### config.mk
export PLATFORM = sky130hd
export DESIGN_NAME = x_in_conditioner
export DESIGN_NICKNAME = d
export VERILOG_FILES = /design/src/rtl/x_in_pkg.sv /design/src/rtl/x_in_sync_chain.sv /design/src/rtl/x_in_conditioner.sv
export SDC_FILE = /design/constraint.sdc
export NUM_CORES = 1
export LEC_CHECK = 0
export ABC_CLOCK_PERIOD_IN_PS = 1700
export BUFFER_PORTS_ARGS = -buffer_cell sky130_fd_sc_hd__buf_2
export CELL_PAD_IN_SITES_DETAIL_PLACEMENT = 0
export CELL_PAD_IN_SITES_GLOBAL_PLACEMENT = 1
export CORE_AREA = 2 2 39 41
export DETAILED_ROUTE_END_ITERATION = 16
export DIE_AREA = 0 0 41 43
export PLACE_DENSITY_LB_ADDON = 0.08
export SETUP_SLACK_MARGIN = 0.02
export SLEW_MARGIN = 20
export SYNTH_ARGS = -nofsm -noshare
export SYNTH_HDL_FRONTEND = slang
export SYNTH_SLANG_ARGS = --single-unit
### constraint.sdc
create_clock -name clk_i -period 1.7 [get_ports clk_i]
set_clock_uncertainty 0.15 [all_clocks]
set_input_delay 0.17 -clock clk_i [delete_from_list [all_inputs] [get_ports clk_i]]
set_output_delay 0.17 -clock clk_i [all_outputs]
set_load 0.005 [all_outputs]
### src/rtl/x_in_pkg.sv
// Shared definitions for the switch-input conditioner: debounce state
// encoding and default synchronizer/debounce depths.
package x_in_pkg;

  typedef enum logic {
    ST_STABLE = 1'b0,
    ST_CHECK  = 1'b1
  } db_state_e;

  localparam int SYNC_STAGES_DEF = 2;
  localparam int DB_CYCLES_DEF   = 4;

endpackage

### src/rtl/x_in_sync_chain.sv
// N-flop synchronizer for a single asynchronous level; only the last stage
// is exported so nothing downstream can see a possibly metastable flop.
module sync_chain
  import x_in_pkg::*;
#(
  parameter int   N       = SYNC_STAGES_DEF,
  parameter logic RST_VAL = 1'b0
) (
  input  logic clk_i,
  input  logic rst_i,
  input  logic d_i,
  output logic q_o
);

  logic [N-1:0] sync_q;
  logic [N-1:0] sync_d;

  assign sync_d = {sync_q[N-2:0], d_i};

  always_ff @(posedge clk_i or negedge rst_i) begin
    if (!rst_i) begin
      sync_q <= {N{RST_VAL}};
    end else begin
      sync_q <= sync_d;
    end
  end

  assign q_o = sync_q[N-1];

endmodule

### src/rtl/x_in_conditioner.sv
// Raw switch input -> synchronized, debounced level plus one-cycle rise/fall
// strobes; feeds the sequence-detector FSM's x_i.
//
// state     | meaning
// ----------+--------------------------------------------------------------
// ST_STABLE | synchronized input agrees with x_o; nothing to qualify
// ST_CHECK  | input disagrees with x_o; counting consecutive mismatch cycles
module x_in_conditioner
  import x_in_pkg::*;
#(
  parameter int   SYNC_STAGES = SYNC_STAGES_DEF,
  parameter int   DB_CYCLES   = DB_CYCLES_DEF,
  parameter int   CNT_W       = 3,
  parameter logic RST_VAL     = 1'b0
) (
  input  logic clk_i,
  input  logic rst_i,
  input  logic raw_i,
  output logic x_o,
  output logic rise_o,
  output logic fall_o
);

  localparam logic [CNT_W-1:0] CNT_LAST = CNT_W'(DB_CYCLES - 1);
  localparam logic [CNT_W-1:0] CNT_ONE  = CNT_W'(1);

  logic s_q;

  db_state_e        state_q, state_d;
  logic [CNT_W-1:0] cnt_q, cnt_d;
  logic             x_q, x_d;
  logic             rise_q, rise_d;
  logic             fall_q, fall_d;

  sync_chain #(
    .N       (SYNC_STAGES),
    .RST_VAL (RST_VAL)
  ) u_sync (
    .clk_i (clk_i),
    .rst_i (rst_i),
    .d_i   (raw_i),
    .q_o   (s_q)
  );

  always_ff @(posedge clk_i or negedge rst_i) begin
    if (!rst_i) begin
      state_q <= ST_STABLE;
      cnt_q   <= '0;
      x_q     <= RST_VAL;
      rise_q  <= 1'b0;
      fall_q  <= 1'b0;
    end else begin
      state_q <= state_d;
      cnt_q   <= cnt_d;
      x_q     <= x_d;
      rise_q  <= rise_d;
      fall_q  <= fall_d;
    end
  end

  // Any agreement during qualification drops back to ST_STABLE, so a later
  // mismatch always restarts the count at one.
  always_comb begin
    state_d = state_q;
    cnt_d   = '0;
    x_d     = x_q;
    rise_d  = 1'b0;
    fall_d  = 1'b0;
    unique case (state_q)
      ST_STABLE: begin
        if (s_q != x_q) begin
          state_d = ST_CHECK;
          cnt_d   = CNT_ONE;
        end
      end
      ST_CHECK: begin
        if (s_q == x_q) begin
          state_d = ST_STABLE;
        end else if (cnt_q == CNT_LAST) begin
          state_d = ST_STABLE;
          x_d     = ~x_q;
          rise_d  = ~x_q;
          fall_d  = x_q;
        end else begin
          cnt_d = cnt_q + CNT_ONE;
        end
      end
      default: begin
        state_d = ST_STABLE;
      end
    endcase
  end

  assign x_o    = x_q;
  assign rise_o = rise_q;
  assign fall_o = fall_q;

endmodule

==> results.sh, run 1 <==
export IMPL_grt_max_degree=10
export IMPL_postSynthCellCount=21
export IMPL_drive_above_1_share_pct=43.8
export IMPL_synth_edf_count=0
export IMPL_die_w_um=41
export IMPL_dr_pass1_iters=2
export IMPL_hold_buffers=2
export IMPL_cts_resized=0
export IMPL_antenna_cells=0
export IMPL_cts_setup_buffers=0
export IMPL_setup_viol=0
export IMPL_place_hpwl_um=351
export IMPL_timing_hold_ws_ns=0.133
export IMPL_finalCritPeriodShare_pct=81.7
export IMPL_cp_end_kind="flop"
export IMPL_synth_area_um2=334
export IMPL_finalWirelength_um=492
export IMPL_wl_met2_um=232
export IMPL_yosys_area_share_simple_pct=20.2
export IMPL_path_class="reg2reg"
export IMPL_clk_pin_slew_ns=0.06
export IMPL_rows=14
export IMPL_portBuffers=5
export IMPL_hp_class="in2async"
export IMPL_vias=190
export IMPL_swShare_pct=26.2
export IMPL_fin_setup_tns_ns=0
export IMPL_met3_length_um=44
export IMPL_rr_startpoint="cnt_q[0]"
export IMPL_synth_area_mux_share_pct=4.49
export IMPL_intPower_mw=0.436
export IMPL_cts_buffer_depth=2
export IMPL_regToRegSetupSlack_ns=0.31
export IMPL_cts_tree="yes"
export IMPL_core_area_um2=1380
export IMPL_fill_cells=141
export IMPL_place_inst=42
export IMPL_avgSynthCellArea_um2=15.9
export IMPL_ant_nets=0
export IMPL_p_leak_nw=0.212
export IMPL_io_pins=6
export IMPL_ctsHtreeMaxLevel=1
export IMPL_layout_nets=37
export IMPL_wl_per_cell_um=10.3
export IMPL_drt_vias_per_instance=3.96
export IMPL_top_layer="met3"
export IMPL_synthArstFlopShare_pct=100
export IMPL_final_min_clock_period_ns=1.39
export IMPL_r2r_end="x_o"
export IMPL_syn_nets=25
export IMPL_final_cells=48
export IMPL_timing_fmax_mhz=720
export IMPL_tightestPinTransition_ns=0.247
export IMPL_r2r_cells=4
export IMPL_drcViolationCount=0
export IMPL_critPathRequiredTime_ns=1.69
export IMPL_p_per_area_nw_per_um2=1390
export IMPL_irDropWorstVdd_uv=512
export IMPL_clock_power_share_pct=26.5
export IMPL_grt_pass1_wl_um=890
export IMPL_start_util_pct=24.1
export IMPL_place_congestion=0.635
export IMPL_synth_adder_area_share_pct=3.75
export IMPL_yosysSeqAreaShare_pct=67.4
export IMPL_synth_commonest_cells="9 x dfrtp_1, 2 x and2_2, 2 x nor3b_1"
export IMPL_cts_root_buf="clkbuf_4"
export IMPL_drt_met1_wl_um=215
export IMPL_pwr_share_seq_pct=51.5
export IMPL_yosysMostFrequentCell="dfrtp_1"
export IMPL_drt_iter0_drc=3
export IMPL_slew_violations=0
export IMPL_cts_sinks=9
export IMPL_synth_cell_types=11
export IMPL_synth_xor_area_share_pct=2.62
export IMPL_rsz0062_at_grt="false"
export IMPL_max_cap_violations=0
export IMPL_synth_compound_area_share_pct=1.50
export IMPL_start_kind="flop"
export IMPL_slew_headroom_pct=83.5
export IMPL_synth_ff_type="dfrtp_1"
export IMPL_layout_setup_ws_ns=0.312
export IMPL_synth_top_family_by_area="simple AND/OR/NAND/NOR gates"
export IMPL_place_ws_ns=0.327
export IMPL_cts_buffers=3
export IMPL_synth_area_top_cells="dfrtp_1 67%, and2_2 4.5%, mux2_4 4.5%, nor3b_1 4.5%, nor2b_4 4.1%"
export IMPL_combPwrFrac_pct=22.1
export IMPL_die_y_um=43
export IMPL_area_delta_synth_final_pct=27.3
export IMPL_ys_ff_latch=9
export IMPL_synth_top_cell_by_area="dfrtp_1"
export IMPL_crit_fanout=4
export IMPL_clock_latency_ns=0.25
export IMPL_yosys_warnings=0
export IMPL_grt_pass1_vias=203
export IMPL_grt_ovfl_total=0
export IMPL_switching_power_mw=0.155
export IMPL_track_usage_pct=8.44
export IMPL_finalHoldViolations=0
export IMPL_critPathLaunch="cnt_q[0]"
export IMPL_status="completed"
export IMPL_antenna_found_initial=0
export IMPL_dieArea_um2=1760
export IMPL_worstPathArrival_ns=1.38
export IMPL_synth_top_cell_area_share_pct=67.4
==> critical path: stages, from the launching register on <==
cell and delay [ns]:
dfrtp_1 0.38, ha_1 0.21, nor2b_4 0.13, nand2_2 0.10, mux2_4 0.30
==> power groups by stage <==
| stage | Clock (mW) | Combinational (mW) | Sequential (mW) |
|---|---|---|---|
| 2_1_floorplan | 0 | 0.0932 | 0.298 |
| 3_3_place_gp | 0 | 0.128 | 0.305 |
| 3_5_place_dp | 0 | 0.129 | 0.305 |
| 4_1_cts | 0.169 | 0.135 | 0.303 |
| 5_1_grt | 0.181 | 0.150 | 0.313 |
| 6_report | 0.157 | 0.130 | 0.304 |
==> cells by family (layout without fill, tap and decap cells) <==
group | count (synthesis) | after routing
compound gates | 1 | 1
xor+xnor | 1 | 1
fa+ha+maj | 1 | 1
buf+inv | 0 | 11
flops | 9 | 9
mux | 1 | 1
simple gates | 8 | 8
==> worst max path at each step <==
stage,end,slack [ns],cells past startpoint
floorplan,x_o,0.38,4
global placement,x_o,0.35,4
detailed placement,x_o,0.33,4
CTS,x_o,0.31,4
global route,x_o,0.26,4
finish,x_o,0.31,4
==> cells in the final DEF, fill, tap and decap left out <==
cell type / n
nor2b_4: 1
o21ai_0: 1
nor3b_1: 2
clkbuf_1: 1
ha_1: 1
dlygate4sd3_1: 2
buf_2: 5
nand2_2: 1
and2_2: 2
dfrtp_1: 9
xor2_1: 1
and4b_1: 1
clkbuf_4: 3
and3_2: 1
mux2_4: 1
==> registers in the layout, indices dropped and copies added, names as in the netlist <==
register	count
cnt_q	3
u_sync.sync_q	2
fall_o	1
rise_o	1
state_q	1
x_o	1
==> stage by stage <==
step | power (mW) | instance area (um2) | util [%]
final | 0.591 | 425 | 30.7
after global routing | 0.645 | 425 | 30.7
after CTS | 0.606 | 425 | 30.7
after detailed placement | 0.435 | 379 | 27.4
after global placement | 0.434 | 379 | 27.4
after floorplan | 0.392 | 334 | -
==> layout make-up <==
class                      instances  area (um2)  area share, %
multi-input combinational         12         109           25.6
timing repair buffer               7        45.0           10.6
tap                               16        20.0           4.71
clock buffer                       4        26.3           6.18
sequential                         9         225           52.9
==> metal layers <==
layer / vias up / track usage, %
li1: 93 / -
met1: 90 / 8.39
met2: 7 / 10.6
met3: 0 / 7.85
met4: 0 / 6.00
met5: - / 0
Power figures use the tool's default switching activity.
==> inputs of run 2 (changes only) <==
--- a/config.mk
+++ b/config.mk
@@ -5,7 +5,7 @@
 export SDC_FILE = /design/constraint.sdc
 export NUM_CORES = 1
 export LEC_CHECK = 0
-export ABC_CLOCK_PERIOD_IN_PS = 1700
+export ABC_CLOCK_PERIOD_IN_PS = 1300
 export BUFFER_PORTS_ARGS = -buffer_cell sky130_fd_sc_hd__buf_2
 export CELL_PAD_IN_SITES_DETAIL_PLACEMENT = 0
 export CELL_PAD_IN_SITES_GLOBAL_PLACEMENT = 1
==> constraint.sdc (replaced) <==
create_clock -name clk_i -period 1.3 [get_ports clk_i]
set_clock_uncertainty 0.15 [all_clocks]
set_input_delay 0.13 -clock clk_i [delete_from_list [all_inputs] [get_ports clk_i]]
set_output_delay 0.13 -clock clk_i [all_outputs]
set_load 0.005 [all_outputs]
==> results.sh, run 2 (synthesized netlist as in run 1, its figures left out) <==
export IMPL_place_inst=43
export IMPL_drt_iter0_drc=1
export IMPL_tightestPinTransition_ns=0.280
export IMPL_io_pins=6
export IMPL_finalHoldViolations=0
export IMPL_top_register="cnt_q"
export IMPL_antenna_cells=0
export IMPL_cpPeakStageDelay_ns=0.37
export IMPL_drt_vias_per_instance=4.26
export IMPL_total_power_mw=0.796
export IMPL_drcViolationCount=0
export IMPL_irDropWorstVdd_uv=432
export IMPL_slew_violations=0
export IMPL_start_kind="flop"
export IMPL_final_cell_mix="9 x dfrtp_1, 5 x buf_2, 3 x clkbuf_4"
export IMPL_grt_pass1_wl_um=897
export IMPL_clock_latency_ns=0.25
export IMPL_drive_above_1_share_pct=55.9
export IMPL_slew_headroom_pct=81.3
export IMPL_cp_cell_sequence="ha_2, nor2b_4, nand2_2, mux2_4"
export IMPL_vias=213
export IMPL_layout_nets=39
export IMPL_r2r_cells=4
export IMPL_clk_pin_slew_ns=0.06
export IMPL_fill_cells=142
export IMPL_grt_max_degree=10
export IMPL_path_class="reg2reg"
export IMPL_cts_root_buf="clkbuf_4"
export IMPL_cts_buffers=3
export IMPL_worstPathArrival_ns=1.31
export IMPL_dr_pass1_iters=2
export IMPL_area_delta_synth_final_pct=35.6
export IMPL_final_cells=50
export IMPL_crit_family="flip-flops"
export IMPL_ctsHtreeMaxLevel=1
export IMPL_track_usage_pct=8.64
export IMPL_p_leak_nw=0.221
export IMPL_die_w_um=41
export IMPL_hp_class="in2async"
export IMPL_final_min_clock_period_ns=1.31
export IMPL_finalCritPeriodShare_pct=101
export IMPL_place_congestion=0.682
export IMPL_grt_pass1_vias=204
export IMPL_cts_tree="yes"
export IMPL_p_per_area_nw_per_um2=1760
export IMPL_cp_end_kind="flop"
export IMPL_finalWirelength_um=498
export IMPL_antenna_found_initial=0
export IMPL_cts_sinks=9
export IMPL_rows=14
export IMPL_setup_viol=1
export IMPL_cts_buffer_depth=2
export IMPL_rr_startpoint="cnt_q[1]"
export IMPL_start_util_pct=24.1
export IMPL_place_hpwl_um=353
export IMPL_status="finished with violations"
export IMPL_crit_fanout=3
export IMPL_regToRegSetupSlack_ns=-0.01
export IMPL_layout_commonest_cell="dfrtp_1"
export IMPL_portBuffers=5
export IMPL_utilization_pct=32.7
export IMPL_r2r_end="x_o"
export IMPL_dieArea_um2=1760
export IMPL_critPathRequiredTime_ns=1.29
export IMPL_violations="setup timing"
export IMPL_fin_setup_tns_ns=-0.0133
export IMPL_rsz0062_at_grt="true"
export IMPL_wl_per_cell_um=9.96
export IMPL_grt_ovfl_total=0
export IMPL_die_y_um=43
export IMPL_largest_reg_flops=3
export IMPL_ant_nets=0
export IMPL_layout_setup_ws_ns=-0.0133
export IMPL_crit_buf_inv=0
export IMPL_timing_hold_ws_ns=0.100
export IMPL_max_cap_violations=0
export IMPL_core_area_um2=1380
export IMPL_critPathLaunch="cnt_q[1]"
export IMPL_reg_largest_list="cnt_q x3, u_sync.sync_q x2"
export IMPL_timing_fmax_mhz=761
export IMPL_slowest_stage="dfrtp_1"
## run 2: report_power, final
part / switching, mW / internal, mW
Combinational: 0.0673 / 0.122
Clock: 0.0930 / 0.118
Sequential: 0.0509 / 0.345
## run 2: cell type report
class,count,area (um2),share of cell area (%)
Multi-Input combinational cell,12,121,26.8
Tap cell,16,20.0,4.42
Clock buffer,4,26.3,5.80
Sequential cell,9,225,49.7
Timing Repair Buffer,9,60.1,13.3
## run 2: how the worst max path moves through the flow
stage / end / slack (ns) / cells after the start
2_1_floorplan: x_o / 0.02 / 4
3_3_place_gp: x_o / -0.004 / 4
3_5_place_dp: x_o / -0.009 / 4
4_1_cts: x_o / -0.02 / 4
5_1_grt: x_o / -0.05 / 4
6_report: x_o / -0.01 / 4
## run 2: metrics by stage
| stage | instance area (um2) | setup slack, ns |
|---|---|---|
| floorplan | 337 | 0.0223 |
| global placement | 389 | -0.00394 |
| detailed placement | 389 | -0.00878 |
| CTS | 445 | -0.0197 |
| global route | 453 | -0.0534 |
| finish | 453 | -0.0133 |
## run 2: worst reg2reg max path, delay by kind of cell (launching register included)
family        cells  cell delay, ns
mux               1            0.29
flops             1            0.37
simple gates      2            0.20
fa+ha+maj         1            0.18
## run 2: metal layers
| metal | GRT usage [%] | vias up | wire [um] |
|---|---|---|---|
| met1 | 8.03 | 106 | 225 |
| met3 | 7.85 | 2 | 33 |
| met2 | 11.6 | 7 | 231 |
| li1 | - | 98 | - |
| met4 | 6.00 | 0 | 8 |
| met5 | 0 | - | 0 |
## run 2: timing repair
| action | in CTS | in global routing |
|---|---|---|
| hold endpoints to repair | 10 | 0 |
| setup endpoints to repair | 3 | 3 |
| hold buffers | 2 | 0 |
| resized for setup | 2 | 0 |
| buffers inserted | 0 | 1 |
| pin swaps | 0 | 1 |
| cloned | 0 | 0 |
==> inputs of run 3 (changes only) <==
--- a/config.mk
+++ b/config.mk
@@ -5,15 +5,16 @@
 export SDC_FILE = /design/constraint.sdc
 export NUM_CORES = 1
 export LEC_CHECK = 0
-export ABC_CLOCK_PERIOD_IN_PS = 1300
+export ABC_CLOCK_PERIOD_IN_PS = 1400
 export BUFFER_PORTS_ARGS = -buffer_cell sky130_fd_sc_hd__buf_2
 export CELL_PAD_IN_SITES_DETAIL_PLACEMENT = 0
 export CELL_PAD_IN_SITES_GLOBAL_PLACEMENT = 1
 export CORE_AREA = 2 2 39 41
 export DETAILED_ROUTE_END_ITERATION = 16
 export DIE_AREA = 0 0 41 43
-export PLACE_DENSITY_LB_ADDON = 0.08
+export PLACE_DENSITY_LB_ADDON = 0.3
 export SETUP_SLACK_MARGIN = 0.02
+export SKIP_LAST_GASP = 1
 export SLEW_MARGIN = 20
 export SYNTH_ARGS = -nofsm -noshare
 export SYNTH_HDL_FRONTEND = slang
==> constraint.sdc (replaced) <==
create_clock -name clk_i -period 1.4 [get_ports clk_i]
set_clock_uncertainty 0.15 [all_clocks]
set_input_delay 0.14 -clock clk_i [delete_from_list [all_inputs] [get_ports clk_i]]
set_output_delay 0.14 -clock clk_i [all_outputs]
set_load 0.005 [all_outputs]
==> results.sh, run 3 (synthesized netlist as in run 1, its figures left out) <==
export IMPL_status="completed"
export IMPL_clk_pin_slew_ns=0.06
export IMPL_cpPeakStageDelay_ns=0.38
export IMPL_critPathRequiredTime_ns=1.40
export IMPL_fin_setup_tns_ns=0
export IMPL_layout_commonest_cell="dfrtp_1"
export IMPL_seqCellArea_um2=225
export IMPL_rr_startpoint="cnt_q[0]"
export IMPL_worstPathArrival_ns=1.34
export IMPL_final_cells=49
export IMPL_place_area_um2=379
export IMPL_dieArea_um2=1760
export IMPL_io_pins=6
export IMPL_rsz0062_at_grt="true"
export IMPL_use_met1_pct=6.73
export IMPL_finalCritPeriodShare_pct=95.7
export IMPL_cts_root_buf="clkbuf_4"
export IMPL_grt_ovfl_total=0
export IMPL_grt_pass1_wl_um=834
export IMPL_die_y_um=43
export IMPL_cp_end_kind="flop"
export IMPL_cp_cell_sequence="ha_2, nor2b_4, nand2_2, mux2_4"
export IMPL_clock_latency_ns=0.26
export IMPL_grt_use_met3_pct=3.14
export IMPL_slew_violations=0
export IMPL_cts_buffers=3
export IMPL_grt_busiest_layer="met2"
export IMPL_area_delta_synth_final_pct=33.3
export IMPL_tightestPinTransition_ns=0.240
export IMPL_max_cap_violations=0
export IMPL_place_inst=42
export IMPL_slew_headroom_pct=83.9
export IMPL_layout_setup_ws_ns=0.0598
export IMPL_layout_cell_area_non_filler_um2=445
export IMPL_finalHoldViolations=0
export IMPL_cts_buffer_depth=2
export IMPL_place_hpwl_um=377
export IMPL_rows=14
export IMPL_cts_sinks=9
export IMPL_portBuffers=5
export IMPL_final_cell_mix="9 x dfrtp_1, 5 x buf_2, 3 x clkbuf_4"
export IMPL_multi_input_area_um2=121
export IMPL_wl_per_cell_um=10.8
export IMPL_top_register="cnt_q"
export IMPL_drt_iter0_drc=0
export IMPL_slowest_stage="dfrtp_1"
export IMPL_grtUsageMet2_pct=11.6
export IMPL_ctsHtreeMaxLevel=1
export IMPL_die_w_um=41
export IMPL_antenna_found_initial=0
export IMPL_critPathLaunch="cnt_q[0]"
export IMPL_drive_above_1_share_pct=54.5
export IMPL_start_util_pct=24.1
export IMPL_place_ws_ns=0.0245
export IMPL_drt_vias_per_instance=4.14
export IMPL_track_usage_pct=7.94
export IMPL_irDropWorstVdd_uv=732
export IMPL_core_area_um2=1380
export IMPL_largest_reg_flops=3
export IMPL_timing_hold_ws_ns=0.104
export IMPL_reg_largest_list="cnt_q x3, u_sync.sync_q x2"
export IMPL_layout_nets=38
export IMPL_dr_pass1_iters=1
export IMPL_path_class="reg2reg"
export IMPL_crit_fanout=3
export IMPL_hp_class="in2async"
export IMPL_grt_max_degree=10
export IMPL_ant_nets=0
export IMPL_p_leak_nw=0.215
export IMPL_timing_fmax_mhz=746
export IMPL_finalWirelength_um=530
export IMPL_grt_pass1_vias=229
export IMPL_p_per_area_nw_per_um2=1650
export IMPL_place_congestion=0.624
export IMPL_setup_viol=0
export IMPL_start_kind="flop"
export IMPL_fill_cells=139
export IMPL_drcViolationCount=0
export IMPL_vias=203
export IMPL_final_min_clock_period_ns=1.34
export IMPL_cts_tree="yes"
export IMPL_antenna_cells=0
==> run 3: cell types whose count changed in the layout (fill, tap and decap cells not counted) <==
cell	change
buf_4	-1
==> run 3: power by group <==
part / leakage [nW] / internal [mW] / switching [mW]
registers: 0.115 / 0.320 / 0.0482
logic: 0.0852 / 0.107 / 0.0628
clock network: 0.0150 / 0.110 / 0.0876
==> run 3: final cells by class <==
cell class                 instances  area share, %
multi-input combinational         12           27.2
timing repair buffer               8           11.8
clock buffer                       4           5.90
tap                               16           4.49
sequential                         9           50.6
==> run 3: what timing repair did <==
action | in CTS | in global routing
endpoints found under the hold margin | 10 | 0
hold buffers | 2 | 0
pin swaps | 1 | 0
resized for setup | 0 | 3
buffers inserted | 1 | 0
setup endpoints to repair | 1 | 3
==> run 3: metal layers <==
metal | wire [um] | share of wire (%)
met5 | 0 | 0
met4 | 22 | 4.2
met3 | 34 | 6.4
met2 | 265 | 50
met1 | 207 | 39
==> run 3: critical path: cells and delay by family, from the launching register on <==
kind / cells / cell delay, ns
fa+ha+maj: 1 / 0.19
flops: 1 / 0.38
mux: 1 / 0.30
simple gates: 2 / 0.21
==> run 3: worst paths after layout <==
path                       depth (start not counted)  slack, ns          endpoint
setup / recovery                                   4       0.06               x_o
hold / removal                                     2       0.10          cnt_q[2]
setup reg to reg                                   4       0.06               x_o
hold reg to reg                                    0       0.21  u_sync.sync_q[1]
max in group asynchronous                          2       0.82            rise_o
min in group clk_i                                 0       0.21  u_sync.sync_q[1]
==> run 3: per-stage QoR <==
step	total power, mW	utilization (%)
after detailed placement	0.529	27.4
after global routing	0.780	32.2
after global placement	0.520	27.4
after CTS	0.740	31.3
final	0.736	32.2
after floorplan	0.475	-
